<file path="src/rtl/nibble_demux_4_if.sv">
`default_nettype none
// ============================================================================
// Module   : nibble_demux_4_if
// Purpose  : Bus bundle for the nibble_demux_4 receive path. Carries the
//            time-multiplexed slot stream into the demux and the committed
//            frame registers plus status pulses back out.
// Ports    : in_valid/in_sof/in_data  - slot stream (master -> slave)
//            out_a..out_d             - committed slots 0..3 (slave -> master)
//            frame_done/frame_err     - one-cycle status pulses
//            busy                     - frame collection in progress
//            err_count                - saturating error count, present only
//                                       when NIBBLE_DEMUX_ERRCNT_EN is defined
// Revision : 1.0 - initial release
// ============================================================================
interface nibble_demux_4_if #(
    parameter int WIDTH = 4
);
    logic             in_valid;
    logic             in_sof;
    logic [WIDTH-1:0] in_data;
    logic [WIDTH-1:0] out_a;
    logic [WIDTH-1:0] out_b;
    logic [WIDTH-1:0] out_c;
    logic [WIDTH-1:0] out_d;
    logic             frame_done;
    logic             frame_err;
    logic             busy;
`ifdef NIBBLE_DEMUX_ERRCNT_EN
    logic [7:0]       err_count;
`endif

    // Source side: drives the stream, observes the committed frame.
    modport master (
        output in_valid, in_sof, in_data,
        input  out_a, out_b, out_c, out_d, frame_done, frame_err, busy
`ifdef NIBBLE_DEMUX_ERRCNT_EN
        , input err_count
`endif
    );

    // Demux side.
    modport slave (
        input  in_valid, in_sof, in_data,
        output out_a, out_b, out_c, out_d, frame_done, frame_err, busy
`ifdef NIBBLE_DEMUX_ERRCNT_EN
        , output err_count
`endif
    );
endinterface
`default_nettype wire

</file>
<file path="src/rtl/nibble_demux_4.sv">
`default_nettype none
// ============================================================================
// Module   : nibble_demux_4
// Purpose  : Receive end of a 4-way nibble multiplexing path. Collects slots
//            0..3 of a frame into a shadow buffer and commits all four output
//            registers in one edge, so consumers never see a mixed frame.
//            Stray beats, early SOF and mid-frame stalls raise frame_err and
//            discard the partial frame.
// Ports    : clk   - system clock, rising edge
//            reset - synchronous, active-high
//            bus   - nibble_demux_4_if.slave (stream in, frame/status out)
// Params   : WIDTH          - slot word width
//            TIMEOUT_CYCLES - idle cycles tolerated mid-frame (2..65535)
// Options  : NIBBLE_DEMUX_ERRCNT_EN - adds bus.err_count, a saturating count
//            of frame_err pulses
// Revision : 1.0 - initial release
// ============================================================================
module nibble_demux_4 #(
    parameter int WIDTH          = 4,
    parameter int TIMEOUT_CYCLES = 1000
) (
    input  wire logic      clk,
    input  wire logic      reset,
    nibble_demux_4_if.slave bus
);
    localparam logic [0:0]  ST_IDLE    = 1'b0;
    localparam logic [0:0]  ST_COLLECT = 1'b1;
    // The abort fires on the edge that would make the idle count reach
    // TIMEOUT_CYCLES, so compare against one less.
    localparam logic [15:0] C_IDLE_LAST = 16'(TIMEOUT_CYCLES - 1);

    logic [0:0]       state_q, state_d;
    logic [1:0]       slot_q, slot_d;
    logic [15:0]      idle_q, idle_d;
    logic [WIDTH-1:0] shadow0_q, shadow0_d;
    logic [WIDTH-1:0] shadow1_q, shadow1_d;
    logic [WIDTH-1:0] shadow2_q, shadow2_d;
    logic [WIDTH-1:0] out_a_q, out_a_d;
    logic [WIDTH-1:0] out_b_q, out_b_d;
    logic [WIDTH-1:0] out_c_q, out_c_d;
    logic [WIDTH-1:0] out_d_q, out_d_d;
    logic             done_q, done_d;
    logic             err_q, err_d;

    always_comb begin
        state_d   = state_q;
        slot_d    = slot_q;
        idle_d    = idle_q;
        shadow0_d = shadow0_q;
        shadow1_d = shadow1_q;
        shadow2_d = shadow2_q;
        out_a_d   = out_a_q;
        out_b_d   = out_b_q;
        out_c_d   = out_c_q;
        out_d_d   = out_d_q;
        done_d    = 1'b0;
        err_d     = 1'b0;

        case (state_q)
            ST_IDLE: begin
                if (bus.in_valid) begin
                    if (bus.in_sof) begin
                        shadow0_d = bus.in_data;
                        slot_d    = 2'd1;
                        idle_d    = 16'd0;
                        state_d   = ST_COLLECT;
                    end else begin
                        err_d = 1'b1;
                    end
                end
            end
            default: begin
                if (bus.in_valid) begin
                    idle_d = 16'd0;
                    if (bus.in_sof) begin
                        // Early SOF: drop the partial frame, restart at slot 0.
                        err_d     = 1'b1;
                        shadow0_d = bus.in_data;
                        slot_d    = 2'd1;
                    end else if (slot_q == 2'd3) begin
                        // Slot 3 bypasses the shadow so the commit needs no
                        // extra cycle and back-to-back frames have no bubble.
                        out_a_d = shadow0_q;
                        out_b_d = shadow1_q;
                        out_c_d = shadow2_q;
                        out_d_d = bus.in_data;
                        done_d  = 1'b1;
                        slot_d  = 2'd0;
                        state_d = ST_IDLE;
                    end else begin
                        case (slot_q)
                            2'd1:    shadow1_d = bus.in_data;
                            2'd2:    shadow2_d = bus.in_data;
                            default: shadow0_d = bus.in_data;
                        endcase
                        slot_d = slot_q + 2'd1;
                    end
                end else if (idle_q == C_IDLE_LAST) begin
                    err_d   = 1'b1;
                    idle_d  = 16'd0;
                    slot_d  = 2'd0;
                    state_d = ST_IDLE;
                end else begin
                    idle_d = idle_q + 16'd1;
                end
            end
        endcase
    end

    always_ff @(posedge clk) begin
        if (reset) begin
            state_q   <= ST_IDLE;
            slot_q    <= 2'd0;
            idle_q    <= 16'd0;
            shadow0_q <= '0;
            shadow1_q <= '0;
            shadow2_q <= '0;
            out_a_q   <= '0;
            out_b_q   <= '0;
            out_c_q   <= '0;
            out_d_q   <= '0;
            done_q    <= 1'b0;
            err_q     <= 1'b0;
        end else begin
            state_q   <= state_d;
            slot_q    <= slot_d;
            idle_q    <= idle_d;
            shadow0_q <= shadow0_d;
            shadow1_q <= shadow1_d;
            shadow2_q <= shadow2_d;
            out_a_q   <= out_a_d;
            out_b_q   <= out_b_d;
            out_c_q   <= out_c_d;
            out_d_q   <= out_d_d;
            done_q    <= done_d;
            err_q     <= err_d;
        end
    end

    assign bus.out_a      = out_a_q;
    assign bus.out_b      = out_b_q;
    assign bus.out_c      = out_c_q;
    assign bus.out_d      = out_d_q;
    assign bus.frame_done = done_q;
    assign bus.frame_err  = err_q;
    assign bus.busy       = (state_q == ST_COLLECT);

`ifdef NIBBLE_DEMUX_ERRCNT_EN
    logic [7:0] err_cnt_q;

    // Updated on the same edge that raises frame_err, so the count already
    // includes the pulse that is currently visible.
    always_ff @(posedge clk) begin
        if (reset) begin
            err_cnt_q <= 8'd0;
        end else if (err_d && (err_cnt_q != 8'hFF)) begin
            err_cnt_q <= err_cnt_q + 8'd1;
        end
    end

    assign bus.err_count = err_cnt_q;
`else
`endif
endmodule
`default_nettype wire

</file>
<file path="src/flat_wrapper.sv">
// flat-port wrapper written by rule: the top's interface ports become plain ports
module nibble_demux_4_flat 
#(
    parameter int WIDTH          = 4,
    parameter int TIMEOUT_CYCLES = 1000
)
  (clk, reset, bus_in_valid, bus_in_sof, bus_in_data, bus_out_a, bus_out_b, bus_out_c, bus_out_d, bus_frame_done, bus_frame_err, bus_busy);
  nibble_demux_4_if #(.WIDTH(WIDTH)) bus_i ();
  input  wire logic clk;
  input  wire logic reset;
  input wire logic [$bits(bus_i.in_valid)-1:0] bus_in_valid;
  input wire logic [$bits(bus_i.in_sof)-1:0] bus_in_sof;
  input wire logic [$bits(bus_i.in_data)-1:0] bus_in_data;
  output wire logic [$bits(bus_i.out_a)-1:0] bus_out_a;
  output wire logic [$bits(bus_i.out_b)-1:0] bus_out_b;
  output wire logic [$bits(bus_i.out_c)-1:0] bus_out_c;
  output wire logic [$bits(bus_i.out_d)-1:0] bus_out_d;
  output wire logic [$bits(bus_i.frame_done)-1:0] bus_frame_done;
  output wire logic [$bits(bus_i.frame_err)-1:0] bus_frame_err;
  output wire logic [$bits(bus_i.busy)-1:0] bus_busy;
  assign bus_i.in_valid = bus_in_valid;
  assign bus_i.in_sof = bus_in_sof;
  assign bus_i.in_data = bus_in_data;
  assign bus_out_a = bus_i.out_a;
  assign bus_out_b = bus_i.out_b;
  assign bus_out_c = bus_i.out_c;
  assign bus_out_d = bus_i.out_d;
  assign bus_frame_done = bus_i.frame_done;
  assign bus_frame_err = bus_i.frame_err;
  assign bus_busy = bus_i.busy;
  nibble_demux_4 #(.WIDTH(WIDTH), .TIMEOUT_CYCLES(TIMEOUT_CYCLES)) u_core (.clk(clk), .reset(reset), .bus(bus_i));
endmodule
</file>
<file path="config.mk">
export PLATFORM = sky130hd
export DESIGN_NAME = nibble_demux_4_flat
export DESIGN_NICKNAME = d
export VERILOG_FILES = /design/src/rtl/nibble_demux_4_if.sv /design/src/rtl/nibble_demux_4.sv /design/src/flat_wrapper.sv
export SDC_FILE = /design/constraint.sdc
export NUM_CORES = 1
export LEC_CHECK = 0
export ABC_AREA = 1
export CAP_MARGIN = 20
export CORE_MARGIN = 5
export CORE_UTILIZATION = 55
export CTS_CLUSTER_SIZE = 40
export DETAILED_ROUTE_END_ITERATION = 8
export PLACE_DENSITY = 0.75
export SLEW_MARGIN = 5
export SYNTH_ARGS = -nofsm -noshare
export SYNTH_HDL_FRONTEND = slang
export SYNTH_SLANG_ARGS = --single-unit
</file>
<file path="constraint.sdc">
create_clock -name clk -period 1.6 [get_ports clk]
set_input_delay 0.24 -clock clk [delete_from_list [all_inputs] [get_ports clk]]
set_output_delay 0.24 -clock clk [all_outputs]
set_load 0.005 [all_outputs]
</file>
Word-level counts from Yosys, hierarchy flattened --
Index checks and enable logic that the tools add are counted.
Word-level totals: register bits after elaboration 49, output and inout bits 19, word-level logic and storage cells 67
Operators by class: $add $sub $neg 2, equal/unequal tests 6, multiplexer cells 32, bitwise logic cells 4, reduce and logical (&&, ||, !) cells 11
Operators by type and width (number):
- 16-bit 2-to-1 mux | 5
- 4-bit 2-to-1 mux | 7
- 16-bit by 1-bit adder with 16-bit output (second input constant) | 1
- 16-bit by 10-bit == test with 1-bit output (second input constant) | 1
- 2-bit 2-to-1 mux | 7
- 1-bit 2-to-1 mux | 13
- 5-bit AND reduction | 2
- 4-bit AND reduction | 2
- 2-bit nonzero test | 3
- 2-bit == test (second input constant) | 2
- 1-bit inverter | 4
- 4-bit OR reduction | 1
- 3-bit AND reduction | 1
- 2-bit by 1-bit adder with 2-bit output (second input constant) | 1
- 2-bit by 1-bit == test with 1-bit output (second input constant) | 1
- 2-bit by 1-bit inequality test with 1-bit output (second input constant) | 1
- 2-bit inequality test (second input constant) | 1
- 2-bit AND reduction | 1
- 2-bit OR reduction | 1

Depth between registers and ports, before layout --
depth in word-level cells 7, depth in mapped cells 9

Worst setup path after synthesis --
Ideal clock, no wire load.
path type reg-to-reg, start register u_core.idle_q[0], end register u_core.idle_q[9], setup time 0.128 ns, arrival time 1.129 ns, data required time 1.472 ns, path slack 0.343 ns, cell stages (with the launch flop) 9, cells stage by stage dfxtp_1 ha_1 nand3_1 nor2_2 nand2_4 nand3_2 nor2_1 nor2_1 nor2_1
On the way: longest elaborated chain between the ends 4
RTL lines:
- start, declared | line nibble_demux_4.sv:34 | logic [15:0] idle_q, idle_d;
- start signal, assigned | line nibble_demux_4.sv:127 | idle_q <= idle_d;
- 16-bit by 1-bit adder with 16-bit output or 16-bit by 10-bit == test with 1-bit output (tied branches) | line nibble_demux_4.sv:104, nibble_demux_4.sv:98
- 16-bit 2-to-1 mux * | line nibble_demux_4.sv:98 | end else if (idle_q == C_IDLE_LAST) begin
- 16-bit 2-to-1 mux * | line nibble_demux_4.sv:73 | if (bus.in_valid) begin
- 16-bit 2-to-1 mux * | line nibble_demux_4.sv:59 | case (state_q)
Every way passes the cells marked *; elsewhere a longest branch is shown, timed or not. A chain may end at the register's enable or synchronous reset.

Worst setup path after layout --
start register u_core.state_q (netlist: u_core.bus.busy), end output port bus_busy
RTL lines:
- start, declared | line nibble_demux_4.sv:32 | logic [0:0] state_q, state_d;
- start signal, assigned | line nibble_demux_4.sv:125 | state_q <= state_d;
- end, declared | line flat_wrapper.sv:20 | output wire logic [$bits(bus_i.busy)-1:0] bus_busy;
No word-level cell between the ends.

==> flow_summary.ini <==
[outcome]
status = complete, no violations

[detailed_routing]
ant_nets = 0
drt-initial-drc-count = 176
wl_um = 5280
drt_drc_violations_left = 0
route.detailed.vias_per_inst = 5.21
wl_per_cell_um = 12.6
dr.pass1.iters = 4
vias = 2182

[worst_setup_path]
worst-path-buf-inv = 1
arrival_ns = 1.31
start_kind = flop
crit_path_top_delay_cell = clkdlybuf4s50_1
criticalPathCategory = reg2out
crit_family = buffers and inverters
critPathRequiredTime_ns = 1.36
critPathMaxStageDelay_ns = 0.55
cp_cell_sequence = clkdlybuf4s50_1
critPathMaxFanout = 6
end_kind = output pin

[global_route]
grt_pass1_wl_um = 9190
track_usage_pct = 20.5
grt_pass1_vias = 2033
grt_use_met2_pct = 29.3
met3_usage_pct = 4.09
overflow = 0
grt-busiest-layer = met1
grt_max_degree = 32
antenna_found_initial = 0
use_met1_pct = 30.0

[synthesis]
synth_top_area_share_pct = 41.2
synth_fp_nets = 346
seq_area_frac_synth_pct = 41.2
synthTopCellsByCount = 72 x nor2_1, 53 x nand2_1, 49 x dfxtp_1
synthCells = 334
synthFlopType = dfxtp_1
synth_area_mm2 = 0.00238
synth.most_common_cell = nor2_1
avgSynthCellArea_um2 = 7.13
synth.area.top_cells = dfxtp_1 41%, nor2_1 11%, nand2_1 8.4%
yosysTopAreaCell = dfxtp_1
synthDistinctLibCells = 33
synth_edf_count = 0
yosys_warnings = 0
async_reset_ff_share_pct = 0
ys_seq_elements = 49

[clocking]
cts_tree = yes
clkTransAtPathRegs_ns = 0.09
cts_setup_buffers = 0
htreeDepth = 2
cts-root-buf = clkbuf_8
clock_latency_ns = 0.30
clockBufferDepth = 2
cts.sinks = 49
numCtsBuffers = 5
post_cts_resized = 0
hold_buffers = 0

[sta]
skew_ns = 0.00514
max_slew_margin_pct = 79.3
fin_tns_setup_ns = 0
setup_viol = 0
fmax_mhz = 645
worst_pin_slew_ns = 0.309
min_period_over_period_pct = 97.0
drv_slew = 0
hold_violations = 0
fin_crit_ns = 1.55
rsz0062_at_grt = no

[die]
start_util_pct = 55.8
rows = 24
die_h_um = 75.8
ios = 27
die_area_mm2 = 0.00574
die_w_um = 75.8
core_mm2 = 0.00426

[hold_path]
hold_class = reg2reg

[pwr]
seq_power_share_pct = 54.3
comb_power_share_pct = 7.2
clock_power_share_pct = 38.6
power_density_mw_per_mm2 = 801
leakagePower_nw = 1.22
vdd_drop_max_mv = 0.661
switching_power_mw = 0.524
p_int_mw = 1.77
total_power_mw = 2.30
swShare_pct = 22.8

[finish]
antenna_cells = 0
fillCellCount = 385
drive_gt1_share_pct = 12.8
final_nets = 378
syn2layout_area_growth_pct = 20.4
fin_cells = 419
fin_util_pct = 67.2
seq_area_um2 = 981
multi_input_comb_area_mm2 = 0.00119
stdcell_area_mm2 = 0.00287

[placement]
placedCellCount = 411
portBuffers = 26
placed_cell_area_mm2 = 0.00276
place_congestion = 0.915
dpl.hpwl_um = 3750

[job]
drv_cap = 0
==> sequential cells by signal, indices dropped and copies added (netlist names), 4 cells and up <==
name	count
u_core.shadow1_q	4
u_core.bus.out_b	4
u_core.bus.out_a	4
u_core.shadow2_q	4
u_core.shadow0_q	4
u_core.idle_q	16
u_core.bus.out_d	4
u_core.bus.out_c	4
==> layer usage <==
layer,vias up,wire [µm]
met3,6,270
met2,47,2270
met1,994,2680
met5,-,0
met4,0,64
li1,1135,-
==> path summary, 6_finish.rpt <==
| path | startpoint | to | slack (ns) | cells past startpoint |
|---|---|---|---|---|
| worst max-delay path | u_core.bus.busy | bus_busy | 0.05 | 1 |
| worst max register to register | u_core.idle_q[1] | u_core.idle_q[14] | 0.17 | 7 |
| worst min register to register | u_core.shadow2_q[2] | u_core.bus.out_c[2] | 0.50 | 2 |
| worst min-delay path | u_core.shadow2_q[2] | u_core.bus.out_c[2] | 0.50 | 2 |
==> through the flow <==
stage	setup slack, ns	hold slack (ns)
after floorplan	0.343	0.375
after global routing	0.00499	0.523
after global placement	0.0699	0.468
after CTS	0.0427	0.497
after detailed placement	0.0239	0.478
final	0.0488	0.496
==> area by class of cell <==
| class | count | share of cell area, % |
|---|---|---|
| clock buffer | 6 | 2.53 |
| sequential | 49 | 34.2 |
| clock inverter | 2 | 1.35 |
| timing repair buffer | 37 | 13.3 |
| tap | 52 | 2.27 |
| inverter | 35 | 4.71 |
| multi-input combinational | 238 | 41.6 |
==> logic make-up after synthesis <==
| family | synth area share (%) |
|---|---|
| AOI/OAI and AO/OA | 12.7 |
| xor gates and xnor gates | 1.10 |
| adders and majority gates | 2.10 |
| buffers and inverters | 8.67 |
| DFF | 41.2 |
| and+or+nand+nor | 34.2 |
==> placed cells by master, fill, tap and decap left out, types with 4 or more instances in the layout <==
cell / n
clkdlybuf4s50_1: 26
ha_1: 4
a21oi_1: 19
inv_1: 28
nand2_1: 53
o21ai_0: 32
dfxtp_1: 49
buf_4: 8
inv_2: 4
nand3_1: 12
clkbuf_8: 5
nand4_1: 16
nor2_2: 6
nor2_1: 72
nand2_2: 5
==> power by group through the flow <==
stage	sequential [mW]	clock, mW	combinational, mW
global placement	1.27	0	0.162
detailed placement	1.27	0	0.162
floorplan	1.27	0	0.0878
CTS	1.25	0.902	0.163
finish	1.25	0.885	0.164
global route	1.25	0.954	0.182
Note: power is estimated with default switching activity, not from simulation.
